## config.mk

```make
export PLATFORM = sky130hd
export DESIGN_NAME = music_tone_arbiter
export DESIGN_NICKNAME = d
export VERILOG_FILES = /design/src/rtl/music_tone_arbiter.sv
export SDC_FILE = /design/constraint.sdc
export NUM_CORES = 1
export LEC_CHECK = 0
export ABC_AREA = 1
export CAP_MARGIN = 15
export CORE_MARGIN = 4
export CORE_UTILIZATION = 30
export CTS_CLUSTER_SIZE = 14
export DETAILED_ROUTE_END_ITERATION = 10
export SYNTH_ARGS = -nofsm -noshare
export SYNTH_HDL_FRONTEND = slang
export SYNTH_SLANG_ARGS = --single-unit
```

## constraint.sdc

```tcl
create_clock -name sys_clk -period 7.2 [get_ports sys_clk]
set_clock_uncertainty 0.2 [all_clocks]
set_input_delay 1.44 -clock sys_clk [delete_from_list [all_inputs] [get_ports sys_clk]]
set_output_delay 1.44 -clock sys_clk [all_outputs]
set_load 0.01 [all_outputs]
```

## src/rtl/music_tone_arbiter.sv

```systemverilog
`default_nettype none
// +----------------------------------------------------------------------------+
// | music_tone_arbiter: arbitrates UART-streamed and sequencer notes, owns     |
// | note timing. Optional MUSIC_MIN_HOLD_EN defers UART preemption of a note.  |
// | Revision: 1.0                                                              |
// +----------------------------------------------------------------------------+
module music_tone_arbiter #(
  parameter int         TICK_DIV        = 50000,
  parameter logic [7:0] SILENCE_CODE    = 8'd22,
  parameter int         UART_TIMEOUT_MS = 1000
`ifdef MUSIC_MIN_HOLD_EN
  , parameter int       MIN_HOLD_MS     = 20
`endif
) (
  input  logic        sys_clk,
  input  logic        sys_rst,
  input  logic        uart_req,
  input  logic [7:0]  uart_tone,
  input  logic        local_req,
  input  logic [7:0]  local_tone,
  input  logic [15:0] local_dur_ms,
  output logic        local_ack,
  input  logic        pause,
  output logic [7:0]  music_tone,
  output logic [1:0]  tone_src,
  output logic        uart_idle,
  output logic        local_abort,
  output logic        timeout_flag
);

  localparam int PW = (TICK_DIV > 1) ? $clog2(TICK_DIV) : 1;

  typedef enum logic [1:0] {
    ST_IDLE  = 2'd0,
    ST_LOCAL = 2'd1,
    ST_UART  = 2'd2
  } state_t;

  state_t      state_q, state_d;
  logic [PW-1:0] presc_q, presc_d;
  logic [15:0] ms_q, ms_d;
  logic [15:0] dur_q, dur_d;
  logic [7:0]  tone_q, tone_d;
  logic [7:0]  music_tone_q, music_tone_d;
  logic [1:0]  tone_src_q, tone_src_d;
  logic        uart_idle_q, uart_idle_d;
  logic        local_ack_q, local_ack_d;
  logic        local_abort_q, local_abort_d;
  logic        timeout_flag_q, timeout_flag_d;
`ifdef MUSIC_MIN_HOLD_EN
  logic        pend_valid_q, pend_valid_d;
  logic [7:0]  pend_tone_q, pend_tone_d;
  logic [15:0] hold_ms;
  logic        hold_met;
`endif

  logic        tick, uart_go, note_end, timeout_hit, accept;
  logic [15:0] dur_eff;

  always_comb begin
    tick        = !pause && (presc_q == PW'(TICK_DIV - 1));
    uart_go     = uart_req && (uart_tone != SILENCE_CODE);
    note_end    = (state_q == ST_LOCAL) && tick && (ms_q == dur_q - 16'd1);
    timeout_hit = (state_q == ST_UART) && tick && (ms_q == 16'(UART_TIMEOUT_MS - 1));
    dur_eff     = (local_dur_ms == 16'd0) ? 16'd1 : local_dur_ms;

    state_d        = state_q;
    tone_d         = tone_q;
    dur_d          = dur_q;
    local_ack_d    = 1'b0;
    local_abort_d  = 1'b0;
    timeout_flag_d = 1'b0;
    accept         = 1'b0;
`ifdef MUSIC_MIN_HOLD_EN
    hold_ms      = (dur_q < 16'(MIN_HOLD_MS)) ? dur_q : 16'(MIN_HOLD_MS);
    hold_met     = (ms_q >= hold_ms) || (tick && (ms_q + 16'd1 >= hold_ms));
    pend_valid_d = pend_valid_q;
    pend_tone_d  = pend_tone_q;
`endif

    case (state_q)
      ST_IDLE: begin
        if (uart_go) begin
          state_d = ST_UART;
          tone_d  = uart_tone;
          accept  = 1'b1;
        end else if (local_req && !pause) begin
          state_d     = ST_LOCAL;
          tone_d      = local_tone;
          dur_d       = dur_eff;
          local_ack_d = 1'b1;
          accept      = 1'b1;
        end
      end
      ST_LOCAL: begin
`ifdef MUSIC_MIN_HOLD_EN
        // Pending byte is armed only by a non-silence code; once armed, any byte overwrites it.
        if (uart_req && (pend_valid_q || uart_go)) begin
          pend_valid_d = 1'b1;
          pend_tone_d  = uart_tone;
        end
        if (pend_valid_d && hold_met) begin
          pend_valid_d  = 1'b0;
          local_abort_d = !note_end;
          if (pend_tone_d == SILENCE_CODE) begin
            state_d = ST_IDLE;
            tone_d  = SILENCE_CODE;
          end else begin
            state_d = ST_UART;
            tone_d  = pend_tone_d;
            accept  = 1'b1;
          end
        end else
`else
        if (uart_go) begin
          state_d       = ST_UART;
          tone_d        = uart_tone;
          local_abort_d = 1'b1;
          accept        = 1'b1;
        end else
`endif
        if (note_end) begin
          if (local_req) begin
            tone_d      = local_tone;
            dur_d       = dur_eff;
            local_ack_d = 1'b1;
            accept      = 1'b1;
          end else begin
            state_d = ST_IDLE;
            tone_d  = SILENCE_CODE;
          end
        end
      end
      ST_UART: begin
        if (uart_req) begin
          if (uart_tone == SILENCE_CODE) begin
            state_d = ST_IDLE;
            tone_d  = SILENCE_CODE;
          end else begin
            tone_d = uart_tone;
            accept = 1'b1;
          end
        end else if (timeout_hit) begin
          state_d        = ST_IDLE;
          tone_d         = SILENCE_CODE;
          timeout_flag_d = 1'b1;
        end
      end
      default: begin
        state_d = ST_IDLE;
        tone_d  = SILENCE_CODE;
      end
    endcase

`ifdef MUSIC_MIN_HOLD_EN
    if (state_d != ST_LOCAL) pend_valid_d = 1'b0;
`endif

    // Timing restarts on every acceptance and sits at zero while idle.
    if (accept || (state_d == ST_IDLE)) begin
      presc_d = '0;
      ms_d    = 16'd0;
    end else if (pause) begin
      presc_d = presc_q;
      ms_d    = ms_q;
    end else if (tick) begin
      presc_d = '0;
      ms_d    = ms_q + 16'd1;
    end else begin
      presc_d = presc_q + PW'(1);
      ms_d    = ms_q;
    end

    music_tone_d = pause ? SILENCE_CODE : tone_d;
    tone_src_d   = state_d;
    uart_idle_d  = (state_d != ST_UART);
  end

  always_ff @(posedge sys_clk) begin
    if (sys_rst) begin
      state_q        <= ST_IDLE;
      presc_q        <= '0;
      ms_q           <= 16'd0;
      dur_q          <= 16'd0;
      tone_q         <= SILENCE_CODE;
      music_tone_q   <= SILENCE_CODE;
      tone_src_q     <= 2'd0;
      uart_idle_q    <= 1'b1;
      local_ack_q    <= 1'b0;
      local_abort_q  <= 1'b0;
      timeout_flag_q <= 1'b0;
`ifdef MUSIC_MIN_HOLD_EN
      pend_valid_q   <= 1'b0;
      pend_tone_q    <= 8'd0;
`endif
    end else begin
      state_q        <= state_d;
      presc_q        <= presc_d;
      ms_q           <= ms_d;
      dur_q          <= dur_d;
      tone_q         <= tone_d;
      music_tone_q   <= music_tone_d;
      tone_src_q     <= tone_src_d;
      uart_idle_q    <= uart_idle_d;
      local_ack_q    <= local_ack_d;
      local_abort_q  <= local_abort_d;
      timeout_flag_q <= timeout_flag_d;
`ifdef MUSIC_MIN_HOLD_EN
      pend_valid_q   <= pend_valid_d;
      pend_tone_q    <= pend_tone_d;
`endif
    end
  end

  assign music_tone   = music_tone_q;
  assign tone_src     = tone_src_q;
  assign uart_idle    = uart_idle_q;
  assign local_ack    = local_ack_q;
  assign local_abort  = local_abort_q;
  assign timeout_flag = timeout_flag_q;

endmodule
`default_nettype wire

```

## Word level (Yosys, flattened, before mapping)

Cells that the tools add are included.

| storage, ports and cells | value |
|---|---|
| word-level logic and storage cells | 87 |
| bits of input ports | 37 |
| flip-flop bits (word level) | 70 |

| operators by class | value |
|---|---|
| add/subtract/negate cells | 3 |
| bitwise operators | 3 |
| reductions and logical operators | 19 |
| mux-type cells | 39 |
| equal/unequal tests | 13 |

Operator list:

| operator | number |
|---|---|
| $mux 16 | 7 |
| $mux 8 | 8 |
| $add 16x1->16 const B | 2 |
| $pmux 16 s2 | 1 |
| $pmux 8 s3 | 1 |
| $eq 16x10->1 const B | 1 |
| $eq 16x16->1 | 1 |
| $eq 16x16->1 const B | 1 |
| $logic_not 16->1 | 1 |
| $mux 2 | 8 |
| $sub 16x1->16 const B | 1 |
| $ne 2x2->1 const B | 6 |
| $mux 1 | 11 |
| $eq 8x5->1 const B | 1 |
| $ne 8x5->1 const B | 1 |
| $logic_and 1x1->1 | 7 |
| $pmux 2 s3 | 1 |
| $reduce_and 6->1 | 1 |
| $reduce_or 2->1 | 3 |
| $logic_not 2->1 | 2 |
| $not 1->1 | 3 |
| $pmux 1 s3 | 1 |
| $reduce_or 3->1 | 1 |
| $eq 2x1->1 const B | 1 |
| other kinds (6) | 6 |

## Depth between registers and ports, before layout

| logic depth | value |
|---|---|
| depth in word-level cells | 10 |
| depth in mapped cells | 18 |
| gate-level depth less buffers | 18 |

## Worst setup path after synthesis

No wires, ideal clock.

| path | value |
|---|---|
| path kind | input-to-reg |
| start point | in pause |
| end point | reg ms_q[2] |
| arrival time | 2.788 ns |
| data required time | 6.883 ns |
| stages | 12 |
| slack | 4.095 ns |
| cell sequence | inv_2 > nand4_1 > nor2_1 > nand2_2 > nor2_4 > nand4_2 > nand3_1 > o21a_1 > nand3_2 > nand3_4 > buf_8 > nor2_2 |

| between the ends | value |
|---|---|
| word-level cells in the longest chain between the ends | 10 |
| elaborated cells between the ends (all ways) | 24 |

RTL lines:

| element | RTL line | text |
|---|---|---|
| from (decl) | 23 | `input logic pause,` |
| $logic_not 1->1 | 61, 87 |  |
| $logic_and 1x1->1 | 61 | `tick = !pause && (presc_q == PW'(TICK_DIV - 1));` |
| $logic_and 1x1->1, on equally long branches (2 in series) | 64, 63 |  |
| $mux 2, on equally long branches | 143, 122 |  |
| $mux 2, on equally long branches | 135, 115 |  |
| $pmux 2 s3 | 81 | `case (state_q)` |
| $logic_not 2->1 | 160 | `if (accept \|\| (state_d == ST_IDLE)) begin` |
| $logic_or 1x1->1 | 160 |  |
| $reduce_or 2->1 (no line) | n/a |  |
| to (signal assigned) | 199 | `ms_q <= ms_d;` |
| to (decl) | 41 | `logic [15:0] ms_q, ms_d;` |

Several ways; a longest one is shown, not always the timed one.
A chain may end at the register's enable or synchronous reset.

## Worst setup path after layout

| path | value |
|---|---|
| start point | in pause |
| end point | reg presc_q[6] |

| between the ends | value |
|---|---|
| word-level cells in the longest chain between the ends | 10 |
| elaborated cells between the ends (all ways) | 23 |

RTL lines:

| element | RTL line | text |
|---|---|---|
| $logic_not 1->1 | 61, 87 |  |
| $logic_and 1x1->1 | 61 |  |
| $logic_and 1x1->1, on equally long branches (2 in series) | 64, 63 |  |
| $mux 2, on equally long branches | 143, 122 |  |
| $mux 2, on equally long branches | 135, 115 |  |
| $pmux 2 s3 | 81 |  |
| $logic_not 2->1 | 160 |  |
| $logic_or 1x1->1 | 160 |  |
| $reduce_or 2->1 (no line) | n/a |  |
| to (signal assigned) | 198 | `presc_q <= presc_d;` |
| to (decl) | 40 | `logic [PW-1:0] presc_q, presc_d;` |

Several ways; a longest one is shown, not always the timed one.

==> qor.csv <==
stage,metric,value,unit
run_status,status,finished clean,
logic_synthesis,area share of the largest cell type after synthesis,0.319,
sta,Final Cycle Share,0.552,
grt,first-pass GRT wire length,19600,µm
logic_synthesis,Simple-Gate Fraction of Synth Area,0.433,
grt,Overall Global Routing Usage,0.147,
logic_synthesis,most numerous cell in the Yosys netlist,nand2_1,
logic_synthesis,post-synthesis adder-cell area fraction,0.00853,
logic_synthesis,ys flop type,dfxtp_1,
routing,via count,4406,
die,die width,129,µm
finish,Final Cell Area,0.00539,mm²
clock_tree,root buf cell,clkbuf_16,
routing,DR vias/cell,4.76,
pwr,Pint,795,µW
grt,vias in the first global route,4005,
logic_synthesis,Synth Area per Inst,6.39,µm²
clock_tree,clock buffer depth,2,
logic_synthesis,fraction of registers with async set/reset,0,
pwr,switching power share of the total,0.254,
die,Core Region,0.0141,mm²
placement,Inst Count DP,909,
sta,setup repair after global routing missed its margin,false,
sta,worst hold slack,0.299,ns
setup_path,Worst Path Arrival,3.99,ns
grt,largest net degree at the start of global routing,33,
clock_tree,postcts setup bufs,0,
die,die area,0.0167,mm²
logic_synthesis,"EDFF count, synth",0,
routing,Post-Route WL,11900,µm
routing,first-iteration detailed-routing DRC count,305,
finish,Fillers,1547,
setup_path,Crit Path Max Fanout,32,
clock_tree,later-pin clock latency in the skew report,0.34,ns
logic_synthesis,Syn Std Cell Area,0.00440,mm²
finish,Synth-to-Final Area Change,22.5,%
logic_synthesis,"area leader, netlist",dfxtp_1,
sta,Final Max Slew Viols,0,
die,Die Y,129,µm
grt,total gr overflow,0,
sta,Final setup viols,0,
clock_tree,"Reg clk slew, reported paths",0.05,ns
logic_synthesis,Post-Synth XOR/XNOR Area,0.0538,
logic_synthesis,Synth Register Bits,70,
logic_synthesis,syn nets,728,
die,FP Rows,43,
pwr,Logic pwr share,0.152,
logic_synthesis,library cells used by synthesis,41,
placement,placed cell area,0.00505,mm²
logic_synthesis,post-synthesis sequential area ratio,0.319,
routing,Post-DRT Antenna Nets,0,
sta,Relative slew margins,0.568,
pwr,Cell Pwr Density,198,mW/mm²
placement,PortBufs,50,
clock_tree,# resized after CTS,0,
setup_path,CP Capture Type,flip-flop,
min_path,HP Class,flip-flop to flip-flop,
pwr,share of total power in the clock network,0.467,
logic_synthesis,Syn Inst Count,688,
placement,HPWL after detailed placement,9060,µm
clock_tree,hold buffers post-CTS,0,
finish,Final Non-Filler Cells,925,
clock_tree,CTS buffer count,9,
sta,final hold vios,0,
sta,Least-Margin Pin Slew,0.646,ns
die,io pins,51,
sta,minimum clock period after layout,3.98,ns
clock_tree,TritonCTS clock tree,yes,
routing,Pre-Repair DR Iteration Count,5,
placement,gpl congestion,0.863,
clock_tree,CTS H-tree depth,3,
finish,Layout Utilization,0.382,
setup_path,Critical Path Start Type,input port,
clock_tree,clock sinks,70,
setup_path,CP required,7.21,ns
flow_run,Max Cap Viol,0,
logic_synthesis,yosys warns,0,
pwr,"Power, Total",1.07,mW
routing,DR WL/cell,12.9,µm
logic_synthesis,synth cell count leaders,"nand2_1, nor2_1, inv_1, nand3_1, dfxtp_1",
placement,Place WS,2.88,ns
pwr,Reg power frac,0.381,
logic_synthesis,largest family of logic cells by synthesized area,simple AND/OR/NAND/NOR gates,
pwr,net switching power of the design,271,µW
logic_synthesis,largest cells by area after synthesis,"dfxtp_1, nand2_1, nor2_1",
finish,Nets,780,
sta,post-route setup slack,3.22,ns
sta,highest clock rate,251,MHz
pwr,VDD IR-drop max,0.000101,V
grt,initial antenna violation count,0,
finish,share of layout cells above drive strength 1,0.0685,
logic_synthesis,Compound-Gate Fraction of Synth Area,0.0742,
die,initial core utilization,0.312,
sta,Fin Setup TNS,0,ns
logic_synthesis,mux cell area share after synthesis,0.00711,
setup_path,critical path class,input port to flip-flop,
routing,DRC,0,
finish,antenna fix cells,0,
pwr,leakage,2.21,nW
power by group through the flow:
| stage | logic, mW | clock network (mW) | registers [mW] |
|---|---|---|---|
| floorplan | 0.108 | 0 | 0.414 |
| global placement | 0.162 | 0 | 0.414 |
| detailed placement | 0.161 | 0 | 0.414 |
| CTS | 0.162 | 0.511 | 0.406 |
| global route | 0.183 | 0.529 | 0.407 |
| finish | 0.163 | 0.498 | 0.406 |
layout make-up:
| class | count | area, µm² | area share |
|---|---|---|---|
| Tap cell | 180 | 225 | 0.0418 |
| Multi-Input combinational cell | 506 | 2540 | 0.471 |
| Clock inverter | 3 | 65.1 | 0.0121 |
| Clock buffer | 13 | 270 | 0.0502 |
| Sequential cell | 70 | 1400 | 0.260 |
| Timing Repair Buffer | 51 | 508 | 0.0943 |
| Inverter | 102 | 383 | 0.0710 |
worst paths after layout:
path | startpoint | to | slack [ns] | cells past startpoint
min reg2reg | dur_q[1] | dur_q[1] | 0.30 | 2
max | pause | presc_q[6] | 3.22 | 12
min | dur_q[1] | dur_q[1] | 0.30 | 2
max reg2reg | dur_q[0] | presc_q[6] | 4.30 | 17
worst max-delay path, cell delays in order:
cell,delay [ns]
clkdlybuf4s50_1,0.63
inv_2,0.19
nand4_1,0.09
nor2_1,0.17
nand2_2,0.19
nor2_4,0.19
nand4_2,0.18
nand3_1,0.19
o21a_1,0.18
nand3_2,0.10
nand3_4,0.31
nor2_1,0.07
registers in the layout, summed over array words and instances, names as in the netlist:
signal / flops
dur_q: 16
local_abort: 1
local_ack: 1
ms_q: 16
music_tone: 8
presc_q: 16
timeout_flag: 1
tone_q: 8
tone_src: 2
uart_idle: 1
cells in the final DEF (no fill, tap or decap), types with 4 or more instances in the layout:
cell	n
nand3_1	73
o211ai_1	4
a21oi_1	27
nor3_1	11
nand4_1	9
nor2_1	100
xor2_1	20
clkdlybuf4s50_1	50
nor4_1	14
nand2_1	168
nand3b_1	5
clkbuf_16	9
inv_1	97
dfxtp_1	70
o21ai_0	16
xnor2_1	7
nor2_2	15
nor2_4	6
kinds of logic (layout without fill, tap and decap cells):
family | after synthesis | after routing
buffers and inverters | 112 | 169
adders and majority gates | 3 | 3
xor gates and xnor gates | 27 | 27
AOI/OAI and AO/OA | 58 | 58
and+or+nand+nor | 415 | 415
muxes | 3 | 3
DFF | 70 | 70
routing by layer:
layer,track usage,wire length [µm],vias to the layer above
li1,-,-,2300
met1,0.201,5780,1984
met2,0.227,5380,108
met3,0.0239,522,14
met4,0.0723,227,0
met5,0,0,-
(Power assumes the default switching activity.)
